==> config.mk <==
export PLATFORM = sky130hd
export DESIGN_NAME = ram_march_bist
export DESIGN_NICKNAME = d
export VERILOG_FILES = /design/src/rtl/ram_march_bist.sv
export SDC_FILE = /design/constraint.sdc
export NUM_CORES = 1
export LEC_CHECK = 0
export BUFFER_PORTS_ARGS = -buffer_cell sky130_fd_sc_hd__buf_4
export CAP_MARGIN = 40
export CORE_UTILIZATION = 59
export DETAILED_ROUTE_END_ITERATION = 10
export PLACE_DENSITY = 0.84
export SKIP_CTS_REPAIR_TIMING = 1
export SLEW_MARGIN = 15
export SYNTH_ARGS = -nofsm -noshare
export SYNTH_HDL_FRONTEND = slang
export SYNTH_SLANG_ARGS = --single-unit
export TNS_END_PERCENT = 50
==> constraint.sdc <==
create_clock -name clk -period 3.7 [get_ports clk]
set_input_delay 0.185 -clock clk [delete_from_list [all_inputs] [get_ports clk]]
set_output_delay 0.185 -clock clk [all_outputs]
set_load 0.1 [all_outputs]
==> src/rtl/ram_march_bist.sv <==
// March C- self-test engine for one synchronous RAM port.
// Drives registered we/addr/wdata and checks the RAM's one-cycle-late read data.
module ram_march_bist #(
  parameter int DATA  = 4,
  parameter int DEPTH = 16,
  parameter int ADDR  = $clog2(DEPTH)
) (
  input  logic            clk,
  input  logic            rst_n,
  input  logic            start,
  output logic            mem_we,
  output logic [ADDR-1:0] mem_addr,
  output logic [DATA-1:0] mem_wdata,
  input  logic [DATA-1:0] mem_rdata,
  output logic            busy,
  output logic            done,
  output logic            fail,
  output logic [ADDR-1:0] fail_addr,
  output logic [DATA-1:0] fail_exp,
  output logic [DATA-1:0] fail_act
);

  typedef enum logic [2:0] {
    IDLE, M0_W, RD, WR, M5_RD, M5_LAST, DONE
  } state_t;

  localparam logic [DATA-1:0] P0   = '0;
  localparam logic [DATA-1:0] P1   = '1;
  localparam logic [ADDR-1:0] LAST = ADDR'(DEPTH - 1);
  localparam logic [ADDR-1:0] ONE  = ADDR'(1);

  state_t          state, state_d;
  // elem selects the read/write element: 0..3 map to M1..M4
  logic [1:0]      elem, elem_d;
  logic [ADDR-1:0] addr_d;
  logic            we_d;
  logic [DATA-1:0] wdata_d;
  logic            fail_d;
  logic [ADDR-1:0] fail_addr_d;
  logic [DATA-1:0] fail_exp_d, fail_act_d;
  logic [DATA-1:0] rd_pat, wr_pat;
  logic            up;
  logic [ADDR-1:0] end_addr;

  always_comb begin
    rd_pat   = elem[0] ? P1 : P0;
    wr_pat   = elem[0] ? P0 : P1;
    up       = ~elem[1];
    end_addr = up ? LAST : '0;
  end

  always_comb begin
    state_d     = state;
    elem_d      = elem;
    addr_d      = mem_addr;
    we_d        = 1'b0;
    wdata_d     = mem_wdata;
    fail_d      = fail;
    fail_addr_d = fail_addr;
    fail_exp_d  = fail_exp;
    fail_act_d  = fail_act;

    unique case (state)
      IDLE, DONE: begin
        if (start) begin
          state_d     = M0_W;
          elem_d      = 2'd0;
          addr_d      = '0;
          we_d        = 1'b1;
          wdata_d     = P0;
          fail_d      = 1'b0;
          fail_addr_d = '0;
          fail_exp_d  = '0;
          fail_act_d  = '0;
        end
      end

      M0_W: begin
        if (mem_addr == LAST) begin
          state_d = RD;
          elem_d  = 2'd0;
          addr_d  = '0;
        end else begin
          addr_d  = mem_addr + ONE;
          we_d    = 1'b1;
          wdata_d = P0;
        end
      end

      RD: begin
        state_d = WR;
        we_d    = 1'b1;
        wdata_d = wr_pat;
      end

      // Read data for this address arrives while its write is being issued
      WR: begin
        if (mem_rdata != rd_pat) begin
          state_d     = DONE;
          fail_d      = 1'b1;
          fail_addr_d = mem_addr;
          fail_exp_d  = rd_pat;
          fail_act_d  = mem_rdata;
        end else if (mem_addr == end_addr) begin
          unique case (elem)
            2'd0: begin state_d = RD;    elem_d = 2'd1; addr_d = '0;   end
            2'd1: begin state_d = RD;    elem_d = 2'd2; addr_d = LAST; end
            2'd2: begin state_d = RD;    elem_d = 2'd3; addr_d = LAST; end
            2'd3: begin state_d = M5_RD; addr_d = '0;                  end
          endcase
        end else begin
          state_d = RD;
          addr_d  = up ? mem_addr + ONE : mem_addr - ONE;
        end
      end

      // Data seen here belongs to the address presented one cycle earlier
      M5_RD: begin
        if ((mem_addr != '0) && (mem_rdata != P0)) begin
          state_d     = DONE;
          fail_d      = 1'b1;
          fail_addr_d = mem_addr - ONE;
          fail_exp_d  = P0;
          fail_act_d  = mem_rdata;
        end else if (mem_addr == LAST) begin
          state_d = M5_LAST;
        end else begin
          addr_d = mem_addr + ONE;
        end
      end

      M5_LAST: begin
        state_d = DONE;
        if (mem_rdata != P0) begin
          fail_d      = 1'b1;
          fail_addr_d = LAST;
          fail_exp_d  = P0;
          fail_act_d  = mem_rdata;
        end
      end

      default: state_d = IDLE;
    endcase
  end

  always_ff @(posedge clk) begin
    if (!rst_n) begin
      state     <= IDLE;
      elem      <= 2'd0;
      mem_we    <= 1'b0;
      mem_addr  <= '0;
      mem_wdata <= '0;
      busy      <= 1'b0;
      done      <= 1'b0;
      fail      <= 1'b0;
      fail_addr <= '0;
      fail_exp  <= '0;
      fail_act  <= '0;
    end else begin
      state     <= state_d;
      elem      <= elem_d;
      mem_we    <= we_d;
      mem_addr  <= addr_d;
      mem_wdata <= wdata_d;
      busy      <= (state_d != IDLE) && (state_d != DONE);
      done      <= (state_d == DONE);
      fail      <= fail_d;
      fail_addr <= fail_addr_d;
      fail_exp  <= fail_exp_d;
      fail_act  <= fail_act_d;
    end
  end

endmodule

Word level (Yosys, flattened, before mapping)
Cells that the tools add are included.

Output and inout bits: 24. Input port bits: 7. Register bits after elaboration: 29. Logic and storage cells: 105.

Muxes and demuxes: 48. Eq/ne operators: 25. Reduce and logical (&&, ||, !) cells: 19. $add $sub $neg: 2.

Operators by type and width (count): 2-to-1 mux 4 bit (20); one-hot mux 4 bit (4 select lines) (4); != test 2 bit, second input constant (10); 2-to-1 mux 3 bit (6); one-hot mux 3 bit (6 select lines) (1); nonzero test 4 bit (4); == test 3 bit, second input constant (4); one-hot mux 2 bit (3 select lines) (2); one-hot mux 4 bit (3 select lines) (1); AND reduction 5 bit (2); nonzero test 3 bit (3); 2-to-1 mux 2 bit (4); one-hot mux 4 bit (2 select lines) (1); == test 3 x 2 -> 1 bit, second input constant (2); 2-to-1 mux 1 bit (6); one-hot mux 3 bit (2 select lines) (1); AND reduction 6 bit (1); OR reduction 2 bit (3); adder 4 x 1 -> 4 bit, second input constant (1); == test 2 bit, second input constant (2); == test 4 bit (1); == test 4 bit, second input constant (1); != test 4 x 1 -> 1 bit, second input constant (1); != test 4 bit (1); 11 further kinds (12).

Depth between registers and ports, before layout
Depth in word-level cells: 8. Gate-level depth with buffers: 8. Depth with buffers taken out: 7.

Worst setup path after synthesis
Ideal clock, no wire load.

Path type: reg-to-reg. From: reg mem_addr[0]. To: reg busy. Path buffers: 2. Cell stages (with the launch flop): 9. Setup slack: 859 ps. Library setup time: 116 ps. Arrival: 2724 ps. Path through: dfxtp_1 > clkbuf_1 > inv_1 > ha_1 > o21a_1 > buf_2 > a31oi_1 > or4_4 > o211a_1.

Word-level cells in the longest chain between the ends: 6.

Ends and longest elaborated chain: start, declared (RTL line 12) `output logic [ADDR-1:0] mem_addr,`; start signal, assigned (RTL line 163) `mem_addr <= addr_d;`; == test 4 bit, or another cell as far along (RTL line 79, 125); 2-to-1 mux 3 bit, or another cell as far along (RTL line 125) `end else if (mem_addr == LAST) begin`; 2-to-1 mux 3 bit, on equally long branches (RTL line 119, 98); one-hot mux 3 bit (6 select lines) * (RTL line 63) `unique case (state)`; != test 3 bit / nonzero test 3 bit (equally long branches) (RTL line 165) `busy <= (state_d != IDLE) && (state_d != DONE);`; logical AND 1 bit * (RTL line 165); end signal, assigned (RTL line 165); end, declared (RTL line 15) `output logic busy,`.

Every way passes the cells marked *; elsewhere a longest branch is shown, timed or not. A chain may end at the register's enable or synchronous reset.

Worst setup path in the final report
From: reg elem[1]. To: reg busy.

Word-level cells in the longest chain between the ends: 8.

Ends and longest elaborated chain: start, declared (RTL line 34) `logic [1:0] elem, elem_d;`; start signal, assigned (RTL line 161) `elem <= elem_d;`; == test 2 bit, or another cell as far along (RTL line 105) `unique case (elem)`; OR reduction 3 bit (no source line); one-hot mux 3 bit (2 select lines) (RTL line 105); 2-to-1 mux 3 bit * (RTL line 104) `end else if (mem_addr == end_addr) begin`; 2-to-1 mux 3 bit * (RTL line 98) `if (mem_rdata != rd_pat) begin`; one-hot mux 3 bit (6 select lines) * (RTL line 63); != test 3 bit / nonzero test 3 bit (equally long branches) (RTL line 165); logical AND 1 bit * (RTL line 165).

Every way passes the cells marked *; elsewhere a longest branch is shown, timed or not. The select of a mux whose other input is x is not followed.

==> impl_metrics.toml <==
[clocking]
cts_buffers = 3
root_buffer = "clkbuf_4"
cts_max_level = 1
clk_pin_slew_worst_paths_ps = 130
cts_buffer_depth = 2
cts_tree = "done"
clk_latency_ps = 320
cts.sinks = 23

[logic_synthesis]
async_reset_ff_share_pct = 0
synthCells = 198
syn_avg_cell_area_um2 = 8.228
seq_area_frac_synth_pct = 28.26
synthTopCellsByArea = "dfxtp_1, a21oi_1, ha_1, a211oi_1, buf_4"
synth-seq-cells = 23
synth_edf_count = 0
synthFlopType = "dfxtp_1"
synth_cell_type_count = 56
synth_area_leader_cell = "dfxtp_1"
synth_top_area_share_pct = 28.26
syn_area_um2 = 1629
synth_nets = 213
yosysWarnings = 0

[sta]
slew_headroom_pct = 57.02
finalSetupViolations = 0
rsz0062_at_grt = "false"
fin_crit_ps = 2328
slew_viol_final = 0
worstMarginPinSlew_ps = 644.7
setup_slack_ps = 1372
clock_skew_ps = 7.436
max_freq_ghz = 0.4295
finalSetupTns_ps = 0
fin_crit_sh_pct = 62.92
hold_viol = 0

[global_route]
overflow = 0
grt_pass1_wl_mm = 6.348
grt_pass1_vias = 1345
grt_max_degree = 17
antenna_found_initial = 0
track_usage_pct = 30.02

[critical_path]
required_ps = 3930
crit_path_top_delay_cell = "dfxtp_1"
crit_chain = "inv_1, ha_1, o21a_1, a31oi_1, or4_4, o211a_1"
crit_fanout = 10
endpoint_kind = "flip-flop"
crit_type = "flip-flop to flip-flop"
r2r-end = "busy"
reg2reg_depth = 6
critical_path_arrival_ps = 2560
r2r-start = "elem[1]"
startpoint_type = "flip-flop"
slowest_delay_ps = 560
rrSetupSlack_ps = 1370

[min_path]
whs_path_depth = 3
whs_endpoint = "fail_act[0]"
hold_class = "input pin to flip-flop"
hold_start = "mem_rdata[0]"

[floorplanning]
core_area_um2 = 2545
top_level_ports = 31
die_h_um = 54.55
rows = 18
die_x_um = 54.55
initial_core_util_pct = 64.01
dieArea_um2 = 2975

[power_and_ir_drop]
p_per_area_nw_per_um2 = 275.4
ir_drop_v = 0.0003096
power_leakage_nw = 0.7421

[placed_design]
dp_slack_ps = 1396
numPortBuffers = 30
hpwl_mm = 3.055
place_congestion = 0.9477
placedCellCount = 239

[cells_and_area]
nNetsFinal = 229
final_common_cell = "buf_4"
instances_no_fill = 243
diodes = 0
fillers = 191
drive_above_1_share_pct = 19.72
final_cell_mix = "buf_4, a21oi_1, dfxtp_1"
area_delta_synth_final_pct = 11.67

[drt]
viasPerCell = 6.564
routed_wl_mm = 4.001
antenna_left = 0
drcViolationCount = 0
initialDrtViolationCount = 64
num_vias = 1595
wl_per_cell_um = 16.47
first_pass_iters = 4

[run]
drv_cap = 0

[run_status]
outcome = "finished, final reports clean"
==> power by group <==
part           leakage [nW]  internal (W)  total (W)  switching (W)
Sequential            0.187      0.000256   0.000265     0.00000935
Combinational         0.537     0.0000334   0.000120      0.0000863
Clock                0.0177     0.0000405   0.000116      0.0000756
==> cell families (layout without fill, tap and decap cells) <==
family | count (synthesis) | in the layout | synth area share, %
adders and majority gates | 9 | 9 | 6.759
xor gates and xnor gates | 4 | 4 | 2.151
buffers and inverters | 29 | 44 | 8.448
AOI/OAI and AO/OA | 73 | 73 | 30.42
muxes | 4 | 4 | 3.226
DFF | 23 | 23 | 28.26
and+or+nand+nor | 56 | 56 | 20.74
==> metrics by stage <==
| step | area (µm²) | utilization, % | hold WS (ps) | power (W) |
|---|---|---|---|---|
| detailed placement | 1792 | 70.40 | 471.4 | 0.0003891 |
| global route | 1819 | 71.48 | 146.2 | 0.0005204 |
| CTS | 1819 | 71.48 | 137.0 | 0.0005053 |
| floorplan | 1629 | - | 339.3 | 0.0003605 |
| finish | 1819 | 71.48 | 148.9 | 0.0005010 |
| global placement | 1792 | 70.40 | 465.3 | 0.0003866 |
==> critical path, delay by kind of cell, from the launching register on <==
kind	cells	cell delay, ps
fa+ha+maj	1	390
compound gates	3	690
simple gates	1	430
flops	1	560
buf+inv	1	160
==> metal layers <==
metal	vias up	part of all wire, %	global-route usage, %
met1	743	44	37.96
met2	59	48	51.02
met3	10	6.2	6.389
met4	0	1.3	8.120
li1	783	-	-
met5	-	0	0
==> area by class of cell <==
| type | count | area [µm²] | share of cell area [%] |
|---|---|---|---|
| clock buffers | 3 | 22.52 | 1.238 |
| clock inverters | 1 | 5.005 | 0.2751 |
| inverters | 10 | 37.54 | 2.063 |
| multi-input cells | 146 | 1031 | 56.67 |
| flip-flops and latches | 23 | 460.4 | 25.31 |
| well taps | 30 | 37.54 | 2.063 |
| repair buffers | 30 | 225.2 | 12.38 |
==> how the worst max path moves through the flow <==
stage	to	cells after the start	startpoint
after global placement	busy	6	mem_addr[0]
final	busy	6	elem[1]
after detailed placement	busy	6	elem[1]
after CTS	busy	6	elem[1]
after global routing	fail	5	state[1]
after floorplan	busy	8	mem_addr[0]
==> cell usage after synthesis (all sizes together) (6+ instances only) <==
master  count
nand2       8
a21oi      27
clkbuf      8
o21ai      10
a211oi      7
nand3       7
dfxtp      23
nand4       6
inv        10
nor2        7
ha          8
buf        11
==> flip-flops by register name, summed over array words and instances (netlist names) <==
name,count
busy,1
done,1
elem,2
fail,1
fail_act,4
fail_addr,4
fail_exp,1
mem_addr,4
mem_wdata,1
mem_we,1
state,3
Note: power is estimated with default switching activity, not from simulation.
